### src/rtl/hdmi_vpg_param.sv
`default_nettype none
// ============================================================================
// Module   : hdmi_vpg_param
// Purpose  : Parametrised HDMI video pattern generator. Produces programmable
//            DE/HS/VS timing and one of four test patterns on a parallel RGB
//            bus in the pixel-clock domain. Pattern changes take effect only
//            at the frame origin (h=0, v=0), so a frame is never torn.
// Ports    : clk         - pixel clock
//            reset       - asynchronous, active-high reset
//            mode[1:0]   - 0 colour bars, 1 gradient, 2 grid, 3 moving box
//            de          - data enable, high during the active region
//            hs / vs     - syncs at HS_POL / VS_POL active level
//            vga_r/g/b   - pixel colour, COLOR_W bits per channel
//            frame_start - one-cycle pulse coincident with pixel (0,0)
// Config   : define VPG_MOVING_BOX_EN to build the bouncing red box for
//            mode 3; otherwise mode 3 is a flat mid-grey field and the box
//            position registers are not built.
// Revision : 1.0 - initial release
// ============================================================================
module hdmi_vpg_param #(
    parameter int H_ACTIVE = 640,
    parameter int H_FP     = 16,
    parameter int H_SYNC   = 96,
    parameter int H_BP     = 48,
    parameter int V_ACTIVE = 480,
    parameter int V_FP     = 10,
    parameter int V_SYNC   = 2,
    parameter int V_BP     = 33,
    parameter bit HS_POL   = 1'b0,
    parameter bit VS_POL   = 1'b0,
    parameter int COLOR_W  = 8,
    parameter int GRID     = 32,
    parameter int BOX      = 32
) (
    input  logic               clk,
    input  logic               reset,
    input  logic [1:0]         mode,
    output logic               de,
    output logic               hs,
    output logic               vs,
    output logic [COLOR_W-1:0] vga_r,
    output logic [COLOR_W-1:0] vga_g,
    output logic [COLOR_W-1:0] vga_b,
    output logic               frame_start
);

    localparam int c_h_total = H_ACTIVE + H_FP + H_SYNC + H_BP;
    localparam int c_v_total = V_ACTIVE + V_FP + V_SYNC + V_BP;
    localparam int c_hw      = $clog2(c_h_total);
    localparam int c_vw      = $clog2(c_v_total);

    localparam logic [c_hw-1:0] c_h_one  = c_hw'(1);
    localparam logic [c_vw-1:0] c_v_one  = c_vw'(1);
    localparam logic [c_hw-1:0] c_h_last = c_hw'(c_h_total - 1);
    localparam logic [c_vw-1:0] c_v_last = c_vw'(c_v_total - 1);
    localparam logic [c_hw-1:0] c_h_act  = c_hw'(H_ACTIVE);
    localparam logic [c_vw-1:0] c_v_act  = c_vw'(V_ACTIVE);
    localparam logic [c_hw-1:0] c_h_edge = c_hw'(H_ACTIVE - 1);
    localparam logic [c_vw-1:0] c_v_edge = c_vw'(V_ACTIVE - 1);

    // Sync window bounds carry one extra bit so an end bound equal to the
    // total count cannot alias back to zero.
    localparam logic [c_hw:0] c_hs_beg = (c_hw+1)'(H_ACTIVE + H_FP);
    localparam logic [c_hw:0] c_hs_end = (c_hw+1)'(H_ACTIVE + H_FP + H_SYNC);
    localparam logic [c_vw:0] c_vs_beg = (c_vw+1)'(V_ACTIVE + V_FP);
    localparam logic [c_vw:0] c_vs_end = (c_vw+1)'(V_ACTIVE + V_FP + V_SYNC);

    // Bar width never drops below one pixel for very narrow rasters.
    localparam int              c_bar_w_int = (H_ACTIVE >= 8) ? (H_ACTIVE / 8) : 1;
    localparam logic [c_hw-1:0] c_bar_w     = c_hw'(c_bar_w_int);
    localparam logic [c_hw-1:0] c_bar_last  = c_hw'(7);

    // GRID is a power of two, so "mod GRID == 0" is a mask test.
    localparam logic [c_hw-1:0] c_grid_hmask = c_hw'(GRID - 1);
    localparam logic [c_vw-1:0] c_grid_vmask = c_vw'(GRID - 1);

    localparam logic [COLOR_W-1:0] c_ones = '1;
    localparam logic [COLOR_W-1:0] c_zero = '0;
    localparam logic [COLOR_W-1:0] c_grey = {1'b1, {(COLOR_W-1){1'b0}}};

    localparam logic [1:0] c_mode_bars = 2'd0;
    localparam logic [1:0] c_mode_grad = 2'd1;
    localparam logic [1:0] c_mode_grid = 2'd2;

    // ------------------------------------------------------------------
    // Raster counters
    // ------------------------------------------------------------------
    logic [c_hw-1:0] r_h;
    logic [c_vw-1:0] r_v;
    logic            w_h_wrap;
    logic            w_v_wrap;

    assign w_h_wrap = (r_h == c_h_last);
    assign w_v_wrap = (r_v == c_v_last);

    always_ff @(posedge clk or posedge reset) begin
        if (reset) begin
            r_h <= '0;
            r_v <= '0;
        end else begin
            r_h <= w_h_wrap ? '0 : (r_h + c_h_one);
            if (w_h_wrap) begin
                r_v <= w_v_wrap ? '0 : (r_v + c_v_one);
            end
        end
    end

    // ------------------------------------------------------------------
    // Mode capture: at the origin the live input is used directly, so a
    // change landing exactly on (0,0) already drives that first pixel.
    // ------------------------------------------------------------------
    logic [1:0] r_mode_q;
    logic [1:0] w_mode;
    logic       w_origin;

    assign w_origin = (r_h == '0) && (r_v == '0);
    assign w_mode   = w_origin ? mode : r_mode_q;

    always_ff @(posedge clk or posedge reset) begin
        if (reset) begin
            r_mode_q <= 2'd0;
        end else if (w_origin) begin
            r_mode_q <= mode;
        end
    end

    // ------------------------------------------------------------------
    // Timing decode
    // ------------------------------------------------------------------
    logic w_active;
    logic w_hs_act;
    logic w_vs_act;

    assign w_active = (r_h < c_h_act) && (r_v < c_v_act);
    assign w_hs_act = ({1'b0, r_h} >= c_hs_beg) && ({1'b0, r_h} < c_hs_end);
    assign w_vs_act = ({1'b0, r_v} >= c_vs_beg) && ({1'b0, r_v} < c_vs_end);

    // ------------------------------------------------------------------
    // Pattern sources
    // ------------------------------------------------------------------
    logic [c_hw-1:0]    w_bar_q;
    logic [2:0]         w_bar_idx;
    logic [COLOR_W-1:0] w_gh;
    logic [COLOR_W-1:0] w_gv;
    logic               w_grid_on;

    assign w_bar_q   = r_h / c_bar_w;
    assign w_bar_idx = (w_bar_q > c_bar_last) ? 3'd7 : w_bar_q[2:0];

    // Casting to COLOR_W truncates or zero-extends, giving mod 2^COLOR_W.
    assign w_gh = COLOR_W'(r_h);
    assign w_gv = COLOR_W'(r_v);

    assign w_grid_on = ((r_h & c_grid_hmask) == '0) || ((r_v & c_grid_vmask) == '0)
                     || (r_h == c_h_edge) || (r_v == c_v_edge);

`ifdef VPG_MOVING_BOX_EN
    localparam logic [c_hw-1:0] c_bx_max = c_hw'(H_ACTIVE - BOX);
    localparam logic [c_vw-1:0] c_by_max = c_vw'(V_ACTIVE - BOX);
    localparam logic [c_hw-1:0] c_box_h  = c_hw'(BOX);
    localparam logic [c_vw-1:0] c_box_v  = c_vw'(BOX);

    logic [c_hw-1:0] r_bx;
    logic [c_vw-1:0] r_by;
    logic            r_bx_dn;      // 1 = moving towards 0
    logic            r_by_dn;
    logic [c_hw-1:0] w_bx_next;
    logic [c_vw-1:0] w_by_next;
    logic            w_box_upd;
    logic            w_box_in;

    // Update on the first blanking line so the new position is stable
    // before the next active region starts.
    assign w_box_upd = (r_h == '0) && (r_v == c_v_act);
    assign w_bx_next = r_bx_dn ? (r_bx - c_h_one) : (r_bx + c_h_one);
    assign w_by_next = r_by_dn ? (r_by - c_v_one) : (r_by + c_v_one);

    always_ff @(posedge clk or posedge reset) begin
        if (reset) begin
            r_bx    <= '0;
            r_by    <= '0;
            r_bx_dn <= 1'b0;
            r_by_dn <= 1'b0;
        end else if (w_box_upd) begin
            r_bx <= w_bx_next;
            r_by <= w_by_next;
            // Reverse on arrival at an end stop so the next step bounces.
            if (w_bx_next == c_bx_max) begin
                r_bx_dn <= 1'b1;
            end else if (w_bx_next == '0) begin
                r_bx_dn <= 1'b0;
            end
            if (w_by_next == c_by_max) begin
                r_by_dn <= 1'b1;
            end else if (w_by_next == '0) begin
                r_by_dn <= 1'b0;
            end
        end
    end

    assign w_box_in = (r_h >= r_bx) && (r_h < (r_bx + c_box_h))
                   && (r_v >= r_by) && (r_v < (r_by + c_box_v));
`endif

    // ------------------------------------------------------------------
    // Pixel select
    // ------------------------------------------------------------------
    logic [COLOR_W-1:0] w_r;
    logic [COLOR_W-1:0] w_g;
    logic [COLOR_W-1:0] w_b;

    always_comb begin
        w_r = c_zero;
        w_g = c_zero;
        w_b = c_zero;
        if (w_active) begin
            case (w_mode)
                c_mode_bars: begin
                    // Bar order white..black maps onto inverted index bits.
                    w_r = {COLOR_W{~w_bar_idx[1]}};
                    w_g = {COLOR_W{~w_bar_idx[2]}};
                    w_b = {COLOR_W{~w_bar_idx[0]}};
                end
                c_mode_grad: begin
                    w_r = w_gh;
                    w_g = w_gv;
                    w_b = w_gh + w_gv;
                end
                c_mode_grid: begin
                    w_r = w_grid_on ? c_ones : c_zero;
                    w_g = w_grid_on ? c_ones : c_zero;
                    w_b = w_grid_on ? c_ones : c_zero;
                end
                default: begin
`ifdef VPG_MOVING_BOX_EN
                    w_r = w_box_in ? c_ones : c_grey;
                    w_g = w_box_in ? c_zero : c_grey;
                    w_b = w_box_in ? c_zero : c_grey;
`else
                    w_r = c_grey;
                    w_g = c_grey;
                    w_b = c_grey;
`endif
                end
            endcase
        end
    end

    // ------------------------------------------------------------------
    // Output registers: one clock behind the counters, all aligned.
    // ------------------------------------------------------------------
    logic               r_de;
    logic               r_hs;
    logic               r_vs;
    logic               r_fs;
    logic [COLOR_W-1:0] r_r;
    logic [COLOR_W-1:0] r_g;
    logic [COLOR_W-1:0] r_b;

    always_ff @(posedge clk or posedge reset) begin
        if (reset) begin
            r_de <= 1'b0;
            r_hs <= ~HS_POL;
            r_vs <= ~VS_POL;
            r_fs <= 1'b0;
            r_r  <= c_zero;
            r_g  <= c_zero;
            r_b  <= c_zero;
        end else begin
            r_de <= w_active;
            r_hs <= w_hs_act ? HS_POL : ~HS_POL;
            r_vs <= w_vs_act ? VS_POL : ~VS_POL;
            r_fs <= w_origin;
            r_r  <= w_r;
            r_g  <= w_g;
            r_b  <= w_b;
        end
    end

    assign de          = r_de;
    assign hs          = r_hs;
    assign vs          = r_vs;
    assign frame_start = r_fs;
    assign vga_r       = r_r;
    assign vga_g       = r_g;
    assign vga_b       = r_b;

endmodule
`default_nettype wire

### config.mk
export PLATFORM = sky130hd
export DESIGN_NAME = hdmi_vpg_param
export DESIGN_NICKNAME = d
export VERILOG_FILES = /design/src/rtl/hdmi_vpg_param.sv
export SDC_FILE = /design/constraint.sdc
export NUM_CORES = 1
export LEC_CHECK = 0
export BUFFER_PORTS_ARGS = -buffer_cell sky130_fd_sc_hd__buf_2
export CAP_MARGIN = 10
export CORE_MARGIN = 10
export CORE_UTILIZATION = 63
export CTS_CLUSTER_DIAMETER = 60
export DETAILED_ROUTE_END_ITERATION = 10
export GPL_TIMING_DRIVEN = 0
export PLACE_DENSITY = 0.89
export SYNTH_ARGS = -nofsm -noshare
export SYNTH_HDL_FRONTEND = slang
export SYNTH_SLANG_ARGS = --single-unit
export TNS_END_PERCENT = 20
### constraint.sdc
create_clock -name clk -period 6.5 [get_ports clk]
set_input_delay 0.65 -clock clk [delete_from_list [all_inputs] [get_ports clk]]
set_output_delay 0.65 -clock clk [all_outputs]
set_load 0.05 [all_outputs]
; ---- After elaboration in Yosys (flattened, before gate mapping)
; Index checks and enable logic that the tools add are counted.
[word_totals]
ramBits = 0
register_bits = 50
elab_cells = 55
out_inout_bits = 28
latch_bits = 0
rom_bits = 0
mem_count = 0
inputBits = 4
[op_classes]
n_eq_ne = 6
addsub = 3
magnitude_cmp = 7
shift = 0
muxes = 13
div_mod_pow = 1
n_reduce_logical = 12
bitwise = 3
n_mul = 0
[op_table]
columns = cell, n
row1 = one-hot mux 8 bit (3 select lines), 3
row2 = logical NOT 10 bit, 4
row3 = two-way mux 8 bit, 4
row4 = "equality test 10 bit, second input constant", 3
row5 = "adder 10 x 1 -> 10 bit, second input constant", 2
row6 = "less-than comparator 10 bit, second input constant", 2
row7 = "less-than comparator 10 x 9 -> 1 bit, second input constant", 2
row8 = two-way mux 10 bit, 2
row9 = "divider 10 x 7 -> 10 bit, second input constant", 1
row10 = "equality test 10 x 9 -> 1 bit, second input constant", 1
row11 = "greater-or-equal comparator 10 bit, second input constant", 1
row12 = "greater-or-equal comparator 10 x 9 -> 1 bit, second input constant", 1
row13 = "greater-than comparator 10 x 3 -> 1 bit, second input constant", 1
row14 = adder 8 bit, 1
row15 = logical AND 1 bit, 4
row16 = logical OR 1 bit, 3
row17 = two-way mux 3 bit, 1
row18 = NOT 1 bit, 3
row19 = "equality test 2 x 1 -> 1 bit, second input constant", 1
row20 = "equality test 2 bit, second input constant", 1
row21 = logical NOT 2 bit, 1
row22 = two-way mux 1 bit, 2
row23 = two-way mux 2 bit, 1

; ---- Logic depth before layout (Yosys ltp)
[depth]
word_depth = 7
ltp_mapped = 9
depth_no_buf = 8

; ---- Worst setup path before layout
; Ideal clock, no wire load.
[synth_path]
kind = reg-to-reg
start = reg r_h[1]
end = reg r_v[8]
required_ps = 6431
setup_ps = 69
slack_ps = 4293
path_stages_with_launch = 8
arrival_time_ps = 2139
n_path_buf = 1
path_cell_list = dfrtp_1 -> ha_1 -> and4_4 -> nand2_4 -> or4b_4 -> buf_6 -> or3_2 -> nand3_1
[synth_between]
elab_chain_cells = 1
[synth_rtl]
columns = item, line
row1 = "start, declared", 88  ; logic [c_hw-1:0] r_h;
row2 = "start signal, assigned", 101  ; r_h <= w_h_wrap ? '0 : (r_h + c_h_one);
row3 = equality test 10 bit, 93  ; assign w_h_wrap = (r_h == c_h_last);
row4 = "end signal, assigned", 103  ; r_v <= w_v_wrap ? '0 : (r_v + c_v_one);
row5 = "end, declared", 89  ; logic [c_vw-1:0] r_v;
; No other way between the ends.
; A chain may end at the register's enable or synchronous reset.

; ---- Worst setup path after layout
[layout_path]
start = reg r_v[1]
end = reg r_g[6], in the netlist vga_g[6]
[layout_between]
elab_chain_cells = 7
elab_cells_between_ends = 16
[layout_rtl]
columns = item, line
row1 = logical NOT 10 bit, 154  ; assign w_grid_on = ((r_h & c_grid_hmask) == '0) || ((r_v & c_grid_vmask) == '0)
row2 = logical OR 1 bit, 154
row3 = logical OR 1 bit (2 in series), 155  ; || (r_h == c_h_edge) || (r_v == c_v_edge);
row4 = two-way mux 8 bit, 231  ; w_g = w_grid_on ? c_ones : c_zero;
row5 = one-hot mux 8 bit (3 select lines), 217  ; case (w_mode)
row6 = two-way mux 8 bit *, 216  ; if (w_active) begin
row7 = named net w_g[6], 209  ; logic [COLOR_W-1:0] w_g;
row8 = "end signal, assigned", 267  ; r_g <= c_zero;
row9 = "end signal, assigned", 275  ; r_g <= w_g;
row10 = "end, declared", 257  ; logic [COLOR_W-1:0] r_g;
; Mark *: on every way through the listed nets, which the timed path passes. The rest lies on a longest branch.

==> out/qor.yml <==
htreeDepth: 2
fin_crit_sh_pct: 40.57
hpwl_um: 4691
cp_max_fo: 8
diodes: 0
intPower_mw: 0.4563
cts_tree: "done"
syn_inst: 297
initial_utilization_pct: 65.32
cts_setup_buffers: 0
wirelength_um: 6383
drv_slew: 0
io_buffers: 31
p_leak_nw: 1.495
path_cells: "inv_1 > ha_1 > nor2b_1 > nand2_1 > nor3_1 > nor3b_1 > o21bai_1 > a21oi_1"
syn_nets: 313
worstHoldPathType: "primary input to async pin"
cap_violations: 0
wire_per_inst_um: 16.41
ys.flop_type: "dfrtp_1"
syn_area_per_cell_um2: 9.576
cts_buffer_depth: 2
crit_slowest_cell: "dfrtp_1"
min_period_ns: 2.637
cp_top_family: "simple AND/OR/NAND/NOR gates"
grt_max_degree: 28
critPathArrivalTime_ns: 2.81
synth_async_sr_flop_share_pct: 100.0
drcViolationCount: 0
antenna_found_initial: 0
design.core.area_mm2: 0.004354
synth_seq_area_share_pct: 44.08
stdcell_count: 389
root_buffer: "clkbuf_8"
die_height_um: 87.19
gr-total-overflow: 0
worstSkewPairLatency_ns: 0.31
clock_sinks: 50
grtUsageTotal_pct: 17.83
grt_pass1_wl_um: 10920
post_cts_resized: 0
fillers: 312
dieArea_mm2: 0.007602
p_per_area_mw_per_mm2: 195.8
fin_skew_ns: 0.004046
outcome: "finished clean"
pwr-share-seq_pct: 52.0
synth-edff-count: 0
rsz0062_at_grt: "false"
vias_per_cell: 5.913
fp.dieW_um: 87.19
setup_viol: 0
tns_ns: 0
ant_nets: 0
hold_violations: 0
swShare_pct: 26.97
io_pins: 32
ys_types: 62
crit_buf_inv: 1
grt_pass1_vias: 2327
synth_area_mm2: 0.002844
switchingPower_mw: 0.1685
clockPowerShare_pct: 34.4
holdBufCountCts: 0
seqCellArea_mm2: 0.001254
clkSlewWorstSetupHoldPaths_ns: 0.08
relSlewSlack_pct: 40.69
numCtsBuffers: 5
multi_input_area_mm2: 0.001418
synth_warnings: 0
p_comb_share_pct: 13.5
final_nets: 352
max_freq_mhz: 379.2
start_kind: "register"
endpoint_kind: "register"
whs_ns: 0.3760
ir_drop_mv: 0.1422
num_rows: 24
vias: 2300
drt-pass1-iter-count: 4
crit_required_ns: 6.67
crit_type: "register to register"
area_growth_syn_to_layout_pct: 12.19
first_iter_violations: 126
critPathMaxStageDelay_ns: 0.53
drive_gt1_share_pct: 21.66
finalWorstSetupSlack_ns: 3.863
preCtsSetupSlack_ns: 3.945
dp.cells: 381
tightest_slew_ns: 0.8873
gp_congestion: 0.9135
ys_ff_latch: 50
power by group through the flow:
stage	clock network (mW)	registers (mW)	logic, mW
2_1_floorplan	0	0.372	0.0230
3_3_place_gp	0	0.331	0.0825
3_5_place_dp	0	0.331	0.0852
4_1_cts	0.219	0.325	0.0855
5_1_grt	0.227	0.326	0.0901
6_report	0.215	0.325	0.0845
placed cells by master, fill, tap and decap left out, drive strengths merged, types with 3 or more instances in the layout:
master / count
nor2: 17
or3: 4
buf: 43
a21o: 8
xor2: 6
nor2b: 5
or2: 5
nand3: 17
o31ai: 3
a21oi: 27
nor3: 5
clkbuf: 13
a22oi: 3
o21ai: 12
nor4: 4
xnor2: 8
nand2b: 5
ha: 11
dfrtp: 48
inv: 11
nand2: 39
flip-flops by register name, summed over array words and instances (netlist names):
| signal | cells |
|---|---|
| r_h | 10 |
| r_v | 10 |
| vga_b | 8 |
| vga_g | 8 |
| vga_r | 8 |
| r_mode_q | 2 |
| de | 1 |
| frame_start | 1 |
| hs | 1 |
| vs | 1 |
stage by stage:
step           power, mW  util, %  area [um^2]
5_1_grt           0.6432    73.28         3191
3_5_place_dp      0.4165    70.83         3084
3_3_place_gp      0.4136    70.37         3064
4_1_cts           0.6301    73.28         3191
2_1_floorplan     0.3948        -         2844
6_report          0.6248    73.28         3191
synthesized netlist by cell type (all sizes together), types with 2 or more instances:
cell type	number	area, um^2
a22oi	3	22.52
and3	2	13.77
o211ai	2	15.01
a21o	8	60.06
a31oi	2	12.51
and4	2	20.02
or3	4	26.28
buf	11	97.59
o31ai	3	22.52
nand3b	2	15.01
clkbuf	6	33.77
dfrtp	48	1201
nand2b	5	31.28
nand2	39	153.9
nor4b	2	30.03
a21oi	27	138.9
nor2b	5	31.28
a211oi	2	27.53
mux2	2	22.52
nor2	17	68.81
nand3	17	85.08
inv	11	41.29
nor3	5	25.02
dfstp	2	52.55
xor2	6	52.55
xnor2	8	70.07
o21bai	2	15.01
nor4	4	25.02
ha	11	137.6
or2	5	33.78
and2	2	12.51
mux2i	2	20.02
o21ai	12	60.06
nand4	2	12.51
cells by family (layout without fill, tap and decap cells):
kind of cell,count (synthesis),in the layout,share of synthesized area [%]
mux,4,4,1.496
xor+xnor,14,14,4.312
simple gates,117,117,22.04
buf+inv,28,68,6.071
fa+ha+maj,12,12,5.543
flops,50,50,44.08
compound gates,72,72,16.45
layer usage:
layer	part of all wire, %	vias to the layer above	GRT usage (%)
met4	2.0	0	7.971
met3	7.0	13	3.933
met5	0	-	0
met2	48	76	29.38
met1	43	1095	21.74
li1	-	1116	-
final timing paths:
path	slack [ns]	depth (start not counted)	start	endpoint
max reg2reg	3.86	8	r_v[1]	vga_g[6]
max in group asynchronous	5.53	3	reset	hs
min in group clk	0.57	1	r_h[0]	r_h[0]
min	0.38	2	reset	vga_b[0]
min reg2reg	0.57	1	r_h[0]	r_h[0]
max	3.86	8	r_v[1]	vga_g[6]
area by class of cell:
cell class	count	area share, %
well taps	52	2.039
clock buffers	7	2.392
inverters	11	1.294
repair buffers	32	5.490
multi-input cells	219	44.43
flip-flops and latches	50	39.29
plain buffers	17	4.118
clock inverters	1	0.9412
Power figures use the tool's default switching activity.
